[src/rtl/uart_tx_arbiter_if.sv]
// uart_tx_arbiter_if: requester handshakes, TX FIFO write port and status of the TX arbiter
interface uart_tx_arbiter_if #(
   parameter int WIDTH = 32
);
   logic             req0_valid;
   logic [WIDTH-1:0] req0_data;
   logic [1:0]       req0_strb;
   logic             req0_ready;
   logic             req0_done;
   logic             req0_err;
   logic             req1_valid;
   logic [WIDTH-1:0] req1_data;
   logic [1:0]       req1_strb;
   logic             req1_ready;
   logic             req1_done;
   logic             req1_err;
   logic             fifo_wr_en;
   logic [WIDTH-1:0] fifo_wdata;
   logic [1:0]       fifo_strb;
   logic             fifo_full;
   logic             grant_id;
   logic             arb_busy;

   modport slave (
      input  req0_valid, req0_data, req0_strb, req1_valid, req1_data, req1_strb, fifo_full,
      output req0_ready, req0_done, req0_err, req1_ready, req1_done, req1_err,
             fifo_wr_en, fifo_wdata, fifo_strb, grant_id, arb_busy
   );

   modport master (
      output req0_valid, req0_data, req0_strb, req1_valid, req1_data, req1_strb, fifo_full,
      input  req0_ready, req0_done, req0_err, req1_ready, req1_done, req1_err,
             fifo_wr_en, fifo_wdata, fifo_strb, grant_id, arb_busy
   );
endinterface

[src/rtl/uart_tx_arbiter.sv]
// uart_tx_arbiter: two-port round-robin arbiter writing one word per handshake into the UART TX FIFO
// Optional full-stall abort enabled by defining UART_ARB_TIMEOUT_EN (adds parameter TIMEOUT)
module uart_tx_arbiter #(
   parameter int WIDTH = 32
`ifdef UART_ARB_TIMEOUT_EN
   , parameter int TIMEOUT = 1024
`endif
) (
   input logic              clk,
   input logic              rst,
   uart_tx_arbiter_if.slave bus
);
   typedef enum logic [1:0] {IDLE, WRITE, DONE} state_t;

   state_t           r_state;
   state_t           w_next;
   logic             r_rr;
   logic             r_grant;
   logic             r_err;
   logic [WIDTH-1:0] r_data;
   logic [1:0]       r_strb;
   logic             w_sel;
   logic             w_xfer;
   logic             w_bad;
   logic             w_wr;
   logic             w_tmo;

   // rr only breaks ties; ready is held low while reset is asserted
   assign w_sel  = (bus.req0_valid && bus.req1_valid) ? r_rr : bus.req1_valid;
   assign w_xfer = rst && (r_state == IDLE) && (bus.req0_valid || bus.req1_valid);
   assign w_bad  = r_strb == 2'b11;
   assign w_wr   = (r_state == WRITE) && !w_bad && !bus.fifo_full;

`ifdef UART_ARB_TIMEOUT_EN
   localparam int CW = (TIMEOUT > 1) ? $clog2(TIMEOUT) : 1;
   logic [CW-1:0] r_cnt;

   // stall counter: cleared on entry to WRITE, counts cycles spent waiting on a full FIFO
   always_ff @(posedge clk or negedge rst)
      if (!rst) r_cnt <= '0;
      else if (w_xfer) r_cnt <= '0;
      else if (r_state == WRITE && bus.fifo_full) r_cnt <= r_cnt + 1'b1;

   assign w_tmo = (r_state == WRITE) && !w_bad && bus.fifo_full && (r_cnt == CW'(TIMEOUT - 1));
`else
   assign w_tmo = 1'b0;
`endif

   // state register
   always_ff @(posedge clk or negedge rst)
      if (!rst) r_state <= IDLE;
      else r_state <= w_next;

   // next state: a transfer leaves IDLE, a write/error/abort leaves WRITE, DONE lasts one cycle
   always_comb
      w_next = (r_state == IDLE)  ? (w_xfer ? WRITE : IDLE) :
               (r_state == WRITE) ? ((w_bad || w_wr || w_tmo) ? DONE : WRITE) : IDLE;

   // transfer latch, error flag and round-robin pointer
   always_ff @(posedge clk or negedge rst)
      if (!rst) begin
         r_rr    <= 1'b0;
         r_grant <= 1'b0;
         r_err   <= 1'b0;
         r_data  <= '0;
         r_strb  <= '0;
      end else begin
         if (w_xfer) begin
            r_grant <= w_sel;
            r_data  <= w_sel ? bus.req1_data : bus.req0_data;
            r_strb  <= w_sel ? bus.req1_strb : bus.req0_strb;
         end
         if (r_state == WRITE && (w_bad || w_tmo)) r_err <= 1'b1;
         if (r_state == DONE) begin
            r_rr  <= !r_grant;
            r_err <= 1'b0;
         end
      end

   // outputs: handshakes, FIFO write strobe, completion pulses and status
   always_comb begin
      bus.req0_ready = w_xfer && !w_sel;
      bus.req1_ready = w_xfer && w_sel;
      bus.fifo_wr_en = w_wr;
      bus.fifo_wdata = r_data;
      bus.fifo_strb  = r_strb;
      bus.req0_done  = (r_state == DONE) && !r_grant;
      bus.req1_done  = (r_state == DONE) && r_grant;
      bus.req0_err   = (r_state == DONE) && !r_grant && r_err;
      bus.req1_err   = (r_state == DONE) && r_grant && r_err;
      bus.grant_id   = r_grant;
      bus.arb_busy   = r_state != IDLE;
   end
endmodule

[src/flat_wrapper.sv]
// flat-port wrapper written by rule: the top's interface ports become plain ports
module uart_tx_arbiter_flat 
#(
   parameter int WIDTH = 32

)
  (clk, rst, bus_req0_valid, bus_req0_data, bus_req0_strb, bus_req1_valid, bus_req1_data, bus_req1_strb, bus_fifo_full, bus_req0_ready, bus_req0_done, bus_req0_err, bus_req1_ready, bus_req1_done, bus_req1_err, bus_fifo_wr_en, bus_fifo_wdata, bus_fifo_strb, bus_grant_id, bus_arb_busy);
  uart_tx_arbiter_if #(.WIDTH(WIDTH)) bus_i ();
  input logic clk;
  input logic rst;
  input wire logic [$bits(bus_i.req0_valid)-1:0] bus_req0_valid;
  input wire logic [$bits(bus_i.req0_data)-1:0] bus_req0_data;
  input wire logic [$bits(bus_i.req0_strb)-1:0] bus_req0_strb;
  input wire logic [$bits(bus_i.req1_valid)-1:0] bus_req1_valid;
  input wire logic [$bits(bus_i.req1_data)-1:0] bus_req1_data;
  input wire logic [$bits(bus_i.req1_strb)-1:0] bus_req1_strb;
  input wire logic [$bits(bus_i.fifo_full)-1:0] bus_fifo_full;
  output wire logic [$bits(bus_i.req0_ready)-1:0] bus_req0_ready;
  output wire logic [$bits(bus_i.req0_done)-1:0] bus_req0_done;
  output wire logic [$bits(bus_i.req0_err)-1:0] bus_req0_err;
  output wire logic [$bits(bus_i.req1_ready)-1:0] bus_req1_ready;
  output wire logic [$bits(bus_i.req1_done)-1:0] bus_req1_done;
  output wire logic [$bits(bus_i.req1_err)-1:0] bus_req1_err;
  output wire logic [$bits(bus_i.fifo_wr_en)-1:0] bus_fifo_wr_en;
  output wire logic [$bits(bus_i.fifo_wdata)-1:0] bus_fifo_wdata;
  output wire logic [$bits(bus_i.fifo_strb)-1:0] bus_fifo_strb;
  output wire logic [$bits(bus_i.grant_id)-1:0] bus_grant_id;
  output wire logic [$bits(bus_i.arb_busy)-1:0] bus_arb_busy;
  assign bus_i.req0_valid = bus_req0_valid;
  assign bus_i.req0_data = bus_req0_data;
  assign bus_i.req0_strb = bus_req0_strb;
  assign bus_i.req1_valid = bus_req1_valid;
  assign bus_i.req1_data = bus_req1_data;
  assign bus_i.req1_strb = bus_req1_strb;
  assign bus_i.fifo_full = bus_fifo_full;
  assign bus_req0_ready = bus_i.req0_ready;
  assign bus_req0_done = bus_i.req0_done;
  assign bus_req0_err = bus_i.req0_err;
  assign bus_req1_ready = bus_i.req1_ready;
  assign bus_req1_done = bus_i.req1_done;
  assign bus_req1_err = bus_i.req1_err;
  assign bus_fifo_wr_en = bus_i.fifo_wr_en;
  assign bus_fifo_wdata = bus_i.fifo_wdata;
  assign bus_fifo_strb = bus_i.fifo_strb;
  assign bus_grant_id = bus_i.grant_id;
  assign bus_arb_busy = bus_i.arb_busy;
  uart_tx_arbiter #(.WIDTH(WIDTH)) u_core (.clk(clk), .rst(rst), .bus(bus_i));
endmodule
[config.mk]
export PLATFORM = sky130hd
export DESIGN_NAME = uart_tx_arbiter_flat
export DESIGN_NICKNAME = d
export VERILOG_FILES = /design/src/rtl/uart_tx_arbiter_if.sv /design/src/rtl/uart_tx_arbiter.sv /design/src/flat_wrapper.sv
export SDC_FILE = /design/constraint.sdc
export NUM_CORES = 1
export LEC_CHECK = 0
export CORE_MARGIN = 4
export CORE_UTILIZATION = 38
export CTS_BUF_LIST = sky130_fd_sc_hd__clkbuf_16
export DETAILED_ROUTE_END_ITERATION = 6
export PLACE_DENSITY = 0.8
export RECOVER_POWER = 25
export REMOVE_ABC_BUFFERS = 1
export SETUP_SLACK_MARGIN = 0.3
export SYNTH_ARGS = -nofsm -noshare
export SYNTH_HDL_FRONTEND = slang
export SYNTH_SLANG_ARGS = --single-unit
[constraint.sdc]
create_clock -name clk -period 2.3 [get_ports clk]
set_input_delay 0.575 -clock clk [delete_from_list [all_inputs] [get_ports clk]]
set_output_delay 0.575 -clock clk [all_outputs]
set_load 0.1 [all_outputs]
==> run summary <==
status - finished clean
setup TNS - 0 ns
design area - 3433 um^2
Initial Util - 39.65%
largest net degree at the start of global routing - 40
layout cells sized above 1 - 34.87%
grt ovf - 0
#FFs+latches synth - 39
Die Width - 81.24 um
Worst Path Max Fanout - 3
synthesized area per cell - 10.90 um^2
wire length per cell - 16.47 um
clock buffer depth - 2
Max-slew headroom - 35.28%
worst slack at placement - 0.04826 ns
hold path depth - 1
via count - 1948
reg-to-reg endpoint - u_core.bus.fifo_wdata[11]$_DFFE_PN0P_
CP Data Required Time - 1.73 ns
Vias/cell - 5.209
start point of the worst hold path - u_core.bus.fifo_wdata[26]$_DFFE_PN0P_
1st-pass router iterations - 4
Worst EP arrival - 1.55 ns
first-pass GRT wire length - 9.701 mm
Mapped Area - 2038 um^2
top-level port count - 116
final cycle utilization of the critical path - 92.61%
Max Freq - 469.5 MHz
GRT Total Usage - 18.96%
Crit Path Category - input port to primary output
CP endpoint kind - primary output
Yosys Warn Count - 0
max-slew violations - 0
sequential share of the synthesized area - 47.88%
Inserted Clock Buffers - 5
DRT iter0 DRCs - 68
cell area after placement - 3226 um^2
GRT busiest layer - met2
DP HPWL - 4.396 mm
Final Hold Viols - 0
clock slew at reported path FFs - 0.05 ns
met2 Use GR - 31.44%
total wire length - 6.159 mm
Reg2Reg Depth - 5
floorplan core area - 5140 um^2
Max-cap violations - 0
clk root buf - clkbuf_16
Skew-Pair Late Insertion Delay - 0.27 ns
endpoints failing setup - 0
CTS tree - yes
Area growth syn-to-layout - 68.45%
Least-Margin Pin Slew - 0.9708 ns
GP Congestion - 0.7398
Reg2Reg Setup Slack - 0.62 ns
CP Launch Type - input port
unrepaired setup endpoints after global routing - true
min cycle time layout - 2.130 ns
vias in the first global route - 1974
Hold Path Sink - u_core.bus.fifo_wdata[26]$_DFFE_PN0P_
worst clock skew - 0.002730 ns
IO buf count - 115
HP Class - flop to flop
Die Footprint - 6599 um^2
Syn Inst Count - 187
H-tree levels - 2
CTS sink cnt - 39
final worst slack - 0.1701 ns
# nets final - 376
Die Span Y - 81.24 um
reg2reg start - u_core.r_state[0]$_DFF_PN0_
number of remaining DRC errors - 0
met3 Resource Use GR - 4.767%
# diodes - 0
Routed Antenna Nets - 0
# rows - 26
GR Util met1 - 24.39%
initial antenna violation count - 0
Cell variety after synth - 21
## critical path, stage by stage
cell      delay, ns
clkbuf_1       0.12
or3b_4         0.40
nor3b_2        0.16
buf_4          0.14
buf_12         0.16
## worst max-delay path by stage
| stage | start | end | slack, ns | depth (start not counted) |
|---|---|---|---|---|
| after global routing | rst | bus_req1_ready | 0.08 | 5 |
| after detailed placement | bus_req0_valid | bus_req1_ready | 0.05 | 5 |
| after floorplan | bus_req0_valid | bus_req1_ready | -2.21 | 2 |
| final | rst | bus_req1_ready | 0.17 | 5 |
| after global placement | bus_req0_valid | bus_req1_ready | 0.07 | 5 |
| after CTS | u_core.r_state[0]$_DFF_PN0_ | bus_req1_ready | 0.21 | 4 |
## state kept, by name, summed over array words and instances (netlist names)
| register | cells |
|---|---|
| u_core.bus.grant_id | 1 |
| u_core.bus.fifo_wdata | 32 |
| u_core.r_state | 2 |
| u_core.r_err | 1 |
| u_core.r_rr | 1 |
| u_core.bus.fifo_strb | 2 |
## what timing repair did
| item | in CTS | in global routing |
|---|---|---|
| pin swaps | 1 | 3 |
| gates resized for setup | 13 | 7 |
| setup buffers | 1 | 1 |
| setup endpoints to repair | 5 | 5 |
| hold buffers | 0 | 0 |
## layer usage
layer / wire length (um) / up-vias / part of all wire [%]
met5: 0 / - / 0
met4: 96 / 0 / 1.6
met3: 403 / 8 / 6.5
met2: 3030 / 69 / 49
met1: 2628 / 944 / 43
li1: - / 927 / -
## synth_stat cells, drive strengths merged
cell | instances | area, um^2
or2 | 1 | 6.260
a22o | 1 | 8.760
nor3b | 3 | 27.52
dfrtp | 39 | 975.9
nand4 | 1 | 6.260
nor2 | 2 | 7.510
inv | 2 | 7.510
nand2 | 38 | 142.6
and3 | 3 | 18.77
o21ai | 1 | 8.760
a221o | 34 | 340.3
or3b | 1 | 8.760
a21oi | 2 | 10.01
nor2b | 2 | 12.51
o21bai | 1 | 7.510
buf | 14 | 101.3
nor3 | 36 | 325.3
clkbuf | 6 | 22.52
## final cells by class
type | instances | area [um^2]
multi-input cells | 126 | 993.5
well taps | 70 | 87.58
repair buffers | 129 | 1227
clock inverters | 3 | 11.26
inverters | 2 | 12.51
clock buffers | 5 | 125.1
flip-flops and latches | 39 | 975.9
fillers | 426 | 1707
## kinds of logic (layout without fill, tap and decap cells)
| logic type | count (synthesis) | count (layout) | share of synthesized area, % |
|---|---|---|---|
| DFF | 39 | 39 | 47.88 |
| and+or+nand+nor | 87 | 87 | 27.26 |
| AOI/OAI and AO/OA | 39 | 39 | 18.42 |
| buffers and inverters | 22 | 139 | 6.445 |
## stage by stage
step	cells	hold WS (ns)	utilization (%)
6_report	374	0.5089	66.80
5_1_grt	374	0.5187	66.80
4_1_cts	373	0.3990	66.14
3_5_place_dp	364	0.5008	62.76
3_3_place_gp	364	0.4976	62.76
2_1_floorplan	167	0.2794	-
## cell usage in the layout, fill, tap and decap left out, types with 2 or more instances in the layout
master / Yosys / final
nor3_2: 29 / 31
clkinv_1: 0 / 2
a21oi_1: 2 / 2
buf_12: 0 / 7
a221o_1: 34 / 34
dlygate4sd2_1: 0 / 3
nor3b_4: 0 / 2
and3_4: 0 / 3
clkdlybuf4s50_1: 0 / 68
clkbuf_16: 0 / 5
buf_4: 0 / 48
dfrtp_1: 39 / 39
nor2_1: 2 / 2
nand2_1: 38 / 37
nor3_1: 7 / 5
inv_1: 2 / 2
Power is left out: the tool's default activity adds up to more than one toggle a clock period on the data nets, which glitch-free logic cannot reach.
